`config.mk`:
```
export PLATFORM = sky130hd
export DESIGN_NAME = mic1_regfile
export DESIGN_NICKNAME = d
export VERILOG_FILES = /design/src/rtl/mic1_pkg.sv /design/src/rtl/mic1_reg.sv /design/src/rtl/mic1_regfile.sv
export SDC_FILE = /design/constraint.sdc
export NUM_CORES = 1
export LEC_CHECK = 0
export ABC_CLOCK_PERIOD_IN_PS = 2250
export BUFFER_PORTS_ARGS = -buffer_cell sky130_fd_sc_hd__buf_2
export CORE_ASPECT_RATIO = 0.7
export CORE_UTILIZATION = 25
export CTS_CLUSTER_DIAMETER = 60
export CTS_CLUSTER_SIZE = 28
export DETAILED_ROUTE_END_ITERATION = 8
export PLACE_DENSITY = 0.42
export REMOVE_ABC_BUFFERS = 1
export SLEW_MARGIN = 20
export SYNTH_ARGS = -nofsm -noshare
export SYNTH_HDL_FRONTEND = slang
export SYNTH_SLANG_ARGS = --single-unit
```
`constraint.sdc`:
```
create_clock -name clk -period 2.25 [get_ports clk]
set_clock_uncertainty 0.15 [all_clocks]
set_input_delay 0.1125 -clock clk [delete_from_list [all_inputs] [get_ports clk]]
set_output_delay 0.1125 -clock clk [all_outputs]
set_load 0.02 [all_outputs]
```
`src/rtl/mic1_pkg.sv`:
```
// mic1_pkg: shared constants, B-bus select encoding and C-bus write-enable bit positions.
package mic1_pkg;
  localparam int WORD_W_DEF = 32;
  typedef enum logic [3:0] {
    BSEL_MDR  = 4'd0,
    BSEL_PC   = 4'd1,
    BSEL_MBR  = 4'd2,
    BSEL_MBRU = 4'd3,
    BSEL_SP   = 4'd4,
    BSEL_LV   = 4'd5,
    BSEL_CPP  = 4'd6,
    BSEL_TOS  = 4'd7,
    BSEL_OPC  = 4'd8
  } b_sel_e;
  localparam int CSEL_MAR = 0;
  localparam int CSEL_MDR = 1;
  localparam int CSEL_PC  = 2;
  localparam int CSEL_SP  = 3;
  localparam int CSEL_LV  = 4;
  localparam int CSEL_CPP = 5;
  localparam int CSEL_TOS = 6;
  localparam int CSEL_OPC = 7;
  localparam int CSEL_H   = 8;
  localparam int NUM_REGS = 9;
  localparam logic [31:0] PC_RESET_DEF  = 32'h0000_0000;
  localparam logic [31:0] SP_RESET_DEF  = 32'h0000_8000;
  localparam logic [31:0] LV_RESET_DEF  = 32'h0000_8000;
  localparam logic [31:0] CPP_RESET_DEF = 32'h0000_4000;
endpackage

```
`src/rtl/mic1_reg.sv`:
```
// mic1_reg: enabled datapath register with parameterised reset value and async active-low reset.
module mic1_reg #(
  parameter int           W         = 32,
  parameter logic [W-1:0] RESET_VAL = '0
) (
  input  logic         clk,
  input  logic         rst_n,
  input  logic         i_en,
  input  logic [W-1:0] i_d,
  output logic [W-1:0] o_q
);
  logic [W-1:0] r_q;
  always_ff @(posedge clk or negedge rst_n)
    if (!rst_n) r_q <= RESET_VAL;
    else if (i_en) r_q <= i_d;
  assign o_q = r_q;
endmodule

```
`src/rtl/mic1_regfile.sv`:
```
// mic1_regfile: MIC-1 register file feeding the ALU A/B buses, with MDR/MBR memory loads and N/Z flags.
// Define MIC1_BBUS_CHECK_EN to flag out-of-range B-bus selects on bbus_err.
module mic1_regfile
  import mic1_pkg::*;
#(
  parameter int                WORD_W    = WORD_W_DEF,
  parameter logic [WORD_W-1:0] PC_RESET  = PC_RESET_DEF,
  parameter logic [WORD_W-1:0] SP_RESET  = SP_RESET_DEF,
  parameter logic [WORD_W-1:0] LV_RESET  = LV_RESET_DEF,
  parameter logic [WORD_W-1:0] CPP_RESET = CPP_RESET_DEF
) (
  input  logic              clk,
  input  logic              rst_n,
  input  logic [WORD_W-1:0] c_bus,
  input  logic [8:0]        c_sel,
  input  logic [3:0]        b_sel,
  input  logic              mdr_load,
  input  logic [WORD_W-1:0] mem_rdata,
  input  logic              mbr_load,
  input  logic [7:0]        mem_rbyte,
  input  logic              alu_n,
  input  logic              alu_z,
  output logic [WORD_W-1:0] a_bus,
  output logic [WORD_W-1:0] b_bus,
  output logic [WORD_W-1:0] mar,
  output logic [WORD_W-1:0] mdr,
  output logic [WORD_W-1:0] pc,
  output logic              n_flag,
  output logic              z_flag,
  output logic              wr_conflict,
  output logic              bbus_err
);
  logic [WORD_W-1:0] w_q [NUM_REGS];
  logic [7:0]        r_mbr;
  logic              r_n, r_z, r_conflict;
  for (genvar i = 0; i < NUM_REGS; i++) begin : g_reg
    localparam logic [WORD_W-1:0] RV = (i == CSEL_PC)  ? PC_RESET  :
                                       (i == CSEL_SP)  ? SP_RESET  :
                                       (i == CSEL_LV)  ? LV_RESET  :
                                       (i == CSEL_CPP) ? CPP_RESET : '0;
    localparam bit IS_MDR = (i == CSEL_MDR);
    logic              w_en;
    logic [WORD_W-1:0] w_d;
    // memory data only reaches MDR, and only when the C-bus is not also writing it
    assign w_en = c_sel[i] | (IS_MDR & mdr_load);
    assign w_d  = (IS_MDR && !c_sel[i]) ? mem_rdata : c_bus;
    mic1_reg #(.W(WORD_W), .RESET_VAL(RV)) u_reg (
      .clk   (clk),
      .rst_n (rst_n),
      .i_en  (w_en),
      .i_d   (w_d),
      .o_q   (w_q[i])
    );
  end
  always_ff @(posedge clk or negedge rst_n)
    if (!rst_n) begin
      r_mbr      <= '0;
      r_n        <= 1'b0;
      r_z        <= 1'b0;
      r_conflict <= 1'b0;
    end else begin
      if (mbr_load) r_mbr <= mem_rbyte;
      r_n        <= alu_n;
      r_z        <= alu_z;
      r_conflict <= c_sel[CSEL_MDR] & mdr_load;
    end
  always_comb begin
    b_bus = '0;
    case (b_sel_e'(b_sel))
      BSEL_MDR:  b_bus = w_q[CSEL_MDR];
      BSEL_PC:   b_bus = w_q[CSEL_PC];
      BSEL_MBR:  b_bus = {{(WORD_W-8){r_mbr[7]}}, r_mbr};
      BSEL_MBRU: b_bus = {{(WORD_W-8){1'b0}}, r_mbr};
      BSEL_SP:   b_bus = w_q[CSEL_SP];
      BSEL_LV:   b_bus = w_q[CSEL_LV];
      BSEL_CPP:  b_bus = w_q[CSEL_CPP];
      BSEL_TOS:  b_bus = w_q[CSEL_TOS];
      BSEL_OPC:  b_bus = w_q[CSEL_OPC];
      default:   b_bus = '0;
    endcase
  end
`ifdef MIC1_BBUS_CHECK_EN
  logic r_bbus_err;
  always_ff @(posedge clk or negedge rst_n)
    if (!rst_n) r_bbus_err <= 1'b0;
    else r_bbus_err <= (b_sel > 4'd8);
  assign bbus_err = r_bbus_err;
`else
  assign bbus_err = 1'b0;
`endif
  assign a_bus       = w_q[CSEL_H];
  assign mar         = w_q[CSEL_MAR];
  assign mdr         = w_q[CSEL_MDR];
  assign pc          = w_q[CSEL_PC];
  assign n_flag      = r_n;
  assign z_flag      = r_z;
  assign wr_conflict = r_conflict;
endmodule
```
* After elaboration in Yosys (flattened, before gate mapping)
Index checks and enable logic that the tools add are counted.
Storage, ports and cells: logic and storage cells 26, register bits after elaboration 299, output and inout port bits 164, input bits 91
Operators by class: muxes and demuxes 2, bitwise gates (word level) 2, reduce and logical (&&, ||, !) cells 1, equality and inequality tests 8
Operator list (number):
- $pmux W32 S9 | 1
- $mux W32 | 1
- $eq A4 B3 Y1 const B | 4
- $eq A4 B2 Y1 const B | 2
- $eq A4 B1 Y1 const B | 1
- $eq A4 B4 Y1 const B | 1
- $logic_not A4 Y1 | 1
- $and A1 B1 Y1 | 1
- $or A1 B1 Y1 | 1

* Depth between registers and ports, before layout
depth after elaboration 2, depth in mapped cells 6, gate-level depth less buffers 3

* By module
Synthesis repeated with hierarchy kept, for this count alone.
Unflattened totals: cells, all modules 959, area total of the unflattened synthesis 15178.3 um^2
Modules (own cells, without submodules):
- mic1_reg at g_reg[0].u_reg ... | cells an instance 68, instances 6, area an instance 1345.0 um^2, seq. area each 800.8 um^2
- mic1_reg at g_reg[3].u_reg ... | cells an instance 68, instances 3, area an instance 1346.3 um^2, seq. area each 802.0 um^2
- mic1_regfile | cells an instance 347, instances 1, area an instance 3069.2 um^2, seq. area each 275.3 um^2

* Worst setup path after synthesis
No wires, ideal clock.
path kind register -> output, start point reg r_mbr[7], end point out b_bus[18], stages on the path, launching flop included 6, path buffers 2, setup slack 487 ps, data required time 1987 ps, arrival 1501 ps, cell sequence dfrtp_1 -> or3b_1 -> buf_2 -> buf_2 -> a21oi_1 -> or4_1
Between the ends: longest elaborated chain between the ends 1
RTL lines:
- from (decl) | RTL line mic1_regfile.sv:34 | logic [7:0] r_mbr;
- from (signal assigned) | RTL line mic1_regfile.sv:62 | if (mbr_load) r_mbr <= mem_rbyte;
- $pmux W32 S9 | RTL line mic1_regfile.sv:69 | case (b_sel_e'(b_sel))
- to (decl) | RTL line mic1_regfile.sv:24 | output logic [WORD_W-1:0] b_bus,
Every way passes these cells.

* Worst setup path in the final report
start point reg r_mbr[7], end point out b_bus[10]
The elaborated chain is that of the path after synthesis.

==> metrics.md <==
| Metric | Value |
|---|---|
| Status | `complete, but fails checks` |
| Failing checks | `setup timing` |
| Power density over the cells | `741.2 nW/um2` |
| VDD IR max | `434.8 uV` |
| Syn. warnings | `0` |
| Yosys top cell area share | `53.43%` |
| Row count | `71` |
| Final hold viol count | `0` |
| Die height | `199.0 um` |
| Fin util | `35.24%` |
| Antenna violations before repair | `1` |
| Largest net degree at the start of global routing | `66` |
| Seq pwr share | `43.8%` |
| Final period util | `109.2%` |
| Count of flip-flops with a built-in enable after synthesis | `0` |
| Rel. slew slack | `63.68%` |
| Most used DFF post-synth | `dfrtp_1` |
| Max-cap violations | `0` |
| RSZ-0062 raised after global routing | `true` |
| Vias per inst | `4.599` |
| Combinational share of power | `19.6%` |
| Placement Setup Slack | `0.1047 ns` |
| Cell taking the most area after synthesis | `dfrtp_1` |
| ANT nets after route | `0` |
| Nets@finish | `1599` |
| Total wire length | `46490 um` |
| GPL Wtd Cong | `0.7521` |
| Post-DP HPWL | `29050 um` |
| Global Route Usage Sum | `16.39%` |
| Num Clock Sinks | `299` |
| Setup TNS Final | `-3.756 ns` |
| Post-synthesis sequential area ratio | `54.00%` |
| Max-slew violations | `0` |
| Drt initial violations | `492` |
| Post-Syn Area | `13860 um2` |
| CTS buffer count | `30` |
| Hold WC Path Type | `in -> reg` |
| Fill cells | `5410` |
| First-pass GRT wire length | `70090 um` |
| Worst Tran Pin Value | `0.5448 ns` |
| P&R area growth vs syn | `37.97%` |
| Switch share | `29.88%` |
| Syn_area_per_cell | `12.41 um2` |
| Yosys cell types | `41` |
| Critical path type | `reg -> out` |
| I/O Pins | `255` |
| Xor-xnor portion of the synthesized cell area | `0%` |
| CTS clk-pin slew, worst paths | `0.07 ns` |
| Drt pass-1 iters | `4` |
| Power Total | `14.18 mW` |
| #FFs+latches synth | `299` |
| Share of layout cells above drive strength 1 | `42.82%` |
| Die W | `283.4 um` |
| CTS tree | `built` |
| Post-synth top cells | `dfrtp_1 (296), mux2_2 (217), a21oi_1 (81)` |
| Crit path DAT | `2.19 ns` |
| Area contributors post-synth | `dfrtp_1 (53%), mux2_2 (18%), mux2i_1 (4.8%)` |
| Combinational family with the most area after synthesis | `multiplexers` |
| Critical Path Source Type | `flop` |
| Leak | `8.269 nW` |
| Cell with the most instances after synthesis | `dfrtp_1` |
| P_sw | `4.235 mW` |
| Post-synthesis mux area share | `26.45%` |
| Internal power | `9.941 mW` |
| Clk_lat worst skew | `0.59 ns` |
| DRC Markers | `0` |
| Footprint of the multi-input gates | `6068 um2` |
| DR vias | `10410` |
| CTS Buffer Depth | `3` |
| Tmin final | `2.456 ns` |
| Synth Area in Adders | `0%` |
| WP data required | `1.99 ns` |
| CTS root buf | `clkbuf_16` |
| Setup slack after layout | `-0.2060 ns` |
| Area fraction in compound gates after synthesis | `5.361%` |
| Reg area | `7486 um2` |
| Number of I/O port buffers | `253` |
| Post-synth ARST share | `100.0%` |
| Fin cells | `2263` |
| Synth Area in Simple Gates | `10.90%` |
| CTS H-tree lvls | `1` |
| CP endpoint kind | `output port` |
| Grt ovf | `0` |
| Vias in the first global route | `10700` |
| Post-Syn Instances | `1117` |
| Initial Util | `25.54%` |
| Core Region | `54280 um2` |
| Clk network pwr share | `36.6%` |
| Die ar. | `56410 um2` |
| Inst Count DP | `2060` |
| Fmax | `0.4072 GHz` |
| Max FO, Critical Path | `9` |
| WL per Instance | `20.54 um` |
| Final count of negative-setup-slack endpoints | `23` |
-- final cells by class --
cell class	instances	share of cell area, %
inverter	2	0.03925
antenna	1	0.01308
timing repair buffer	459	19.02
multi-input combinational	716	31.73
clock buffer	32	4.069
tap	730	4.776
clock inverter	24	1.210
sequential	299	39.14
-- registers in the layout, indices dropped and copies added, names as in the netlist --
name and flops:
r_mbr 8, n_flag 1, wr_conflict 1, z_flag 1, g.u_reg.o_q 288
-- cells in the final DEF (no fill, tap or decap), drive strengths merged, types with 3 or more instances in the layout --
cell,n
dfrtp,296
clkinv,12
nor2b,4
nand2,36
nand3b,59
inv,9
dlygate4sd3,137
or4,26
or2,5
mux2i,67
nand2b,3
o21ai,34
nor2,31
a21oi,81
clkbuf,32
or3b,30
mux2,266
dfstp,3
buf,322
nand3,49
a221o,4
a22o,4
clkinvlp,4
-- critical path, stage by stage, from the launching register on --
cell     delay [ns]
dfrtp_1        0.37
or3b_4         0.27
buf_12         0.16
a21oi_1        0.07
or4_1          0.54
buf_2          0.18
-- timing repair --
action / in CTS / in global routing
endpoints found under the hold margin: 597 / 0
gates cloned: 1 / 0
buffers inserted: 5 / 2
gates resized for setup: 72 / 14
pin swaps: 14 / 3
endpoints found under the setup margin: 27 / 27
hold buffers: 138 / 0
-- cells by family (layout without fill, tap and decap cells) --
group | Yosys count | after routing
AOI/OAI and AO/OA | 134 | 134
buffers and inverters | 102 | 517
DFF | 299 | 299
muxes | 333 | 333
other | 1 | 2
and+or+nand+nor | 248 | 248
-- per-layer routing --
layer	vias up	share of wire, %	global-route usage (%)
li1	4822	-	-
met1	5326	51	24.42
met2	203	43	24.94
met3	55	4.1	2.729
met4	2	1.5	2.923
met5	-	0.028	0
-- metrics by stage --
step / hold slack [ns] / cell area [um2]
2_1_floorplan: -0.3331 / 13420
3_3_place_gp: 0.001506 / 16330
3_5_place_dp: -0.004308 / 16330
4_1_cts: 0.1348 / 19060
5_1_grt: 0.1434 / 19120
6_report: 0.1389 / 19130
-- worst paths after layout --
| path | start | to | slack (ns) | cells after the start |
|---|---|---|---|---|
| max | r_mbr[7]$_DFFE_PN0P_ | b_bus[10] | -0.21 | 5 |
| min reg2reg | g_reg[0].u_reg.o_q[24]$_DFFE_PN0P_ | g_reg[0].u_reg.o_q[24]$_DFFE_PN0P_ | 0.33 | 1 |
| min in group asynchronous | rst_n | g_reg[7].u_reg.o_q[1]$_DFFE_PN0P_ | 0.49 | 3 |
| max reg2reg | g_reg[1].u_reg.o_q[23]$_DFFE_PN0P_ | g_reg[1].u_reg.o_q[23]$_DFFE_PN0P_ | 0.25 | 4 |
| max in group asynchronous | rst_n | g_reg[3].u_reg.o_q[8]$_DFFE_PN0P_ | 0.73 | 4 |
| min | mdr_load | wr_conflict$_DFF_PN0_ | 0.14 | 3 |
-- power by group through the flow --
stage | Clock, mW | Sequential (mW) | Combinational (mW)
2_1_floorplan | 0 | 6.53 | 0.923
4_1_cts | 5.40 | 6.21 | 2.80
3_3_place_gp | 0 | 6.30 | 2.42
5_1_grt | 5.62 | 6.28 | 3.01
6_report | 5.18 | 6.21 | 2.78
3_5_place_dp | 0 | 6.31 | 2.44
No activity file was read; power rests on OpenSTA's default activity.
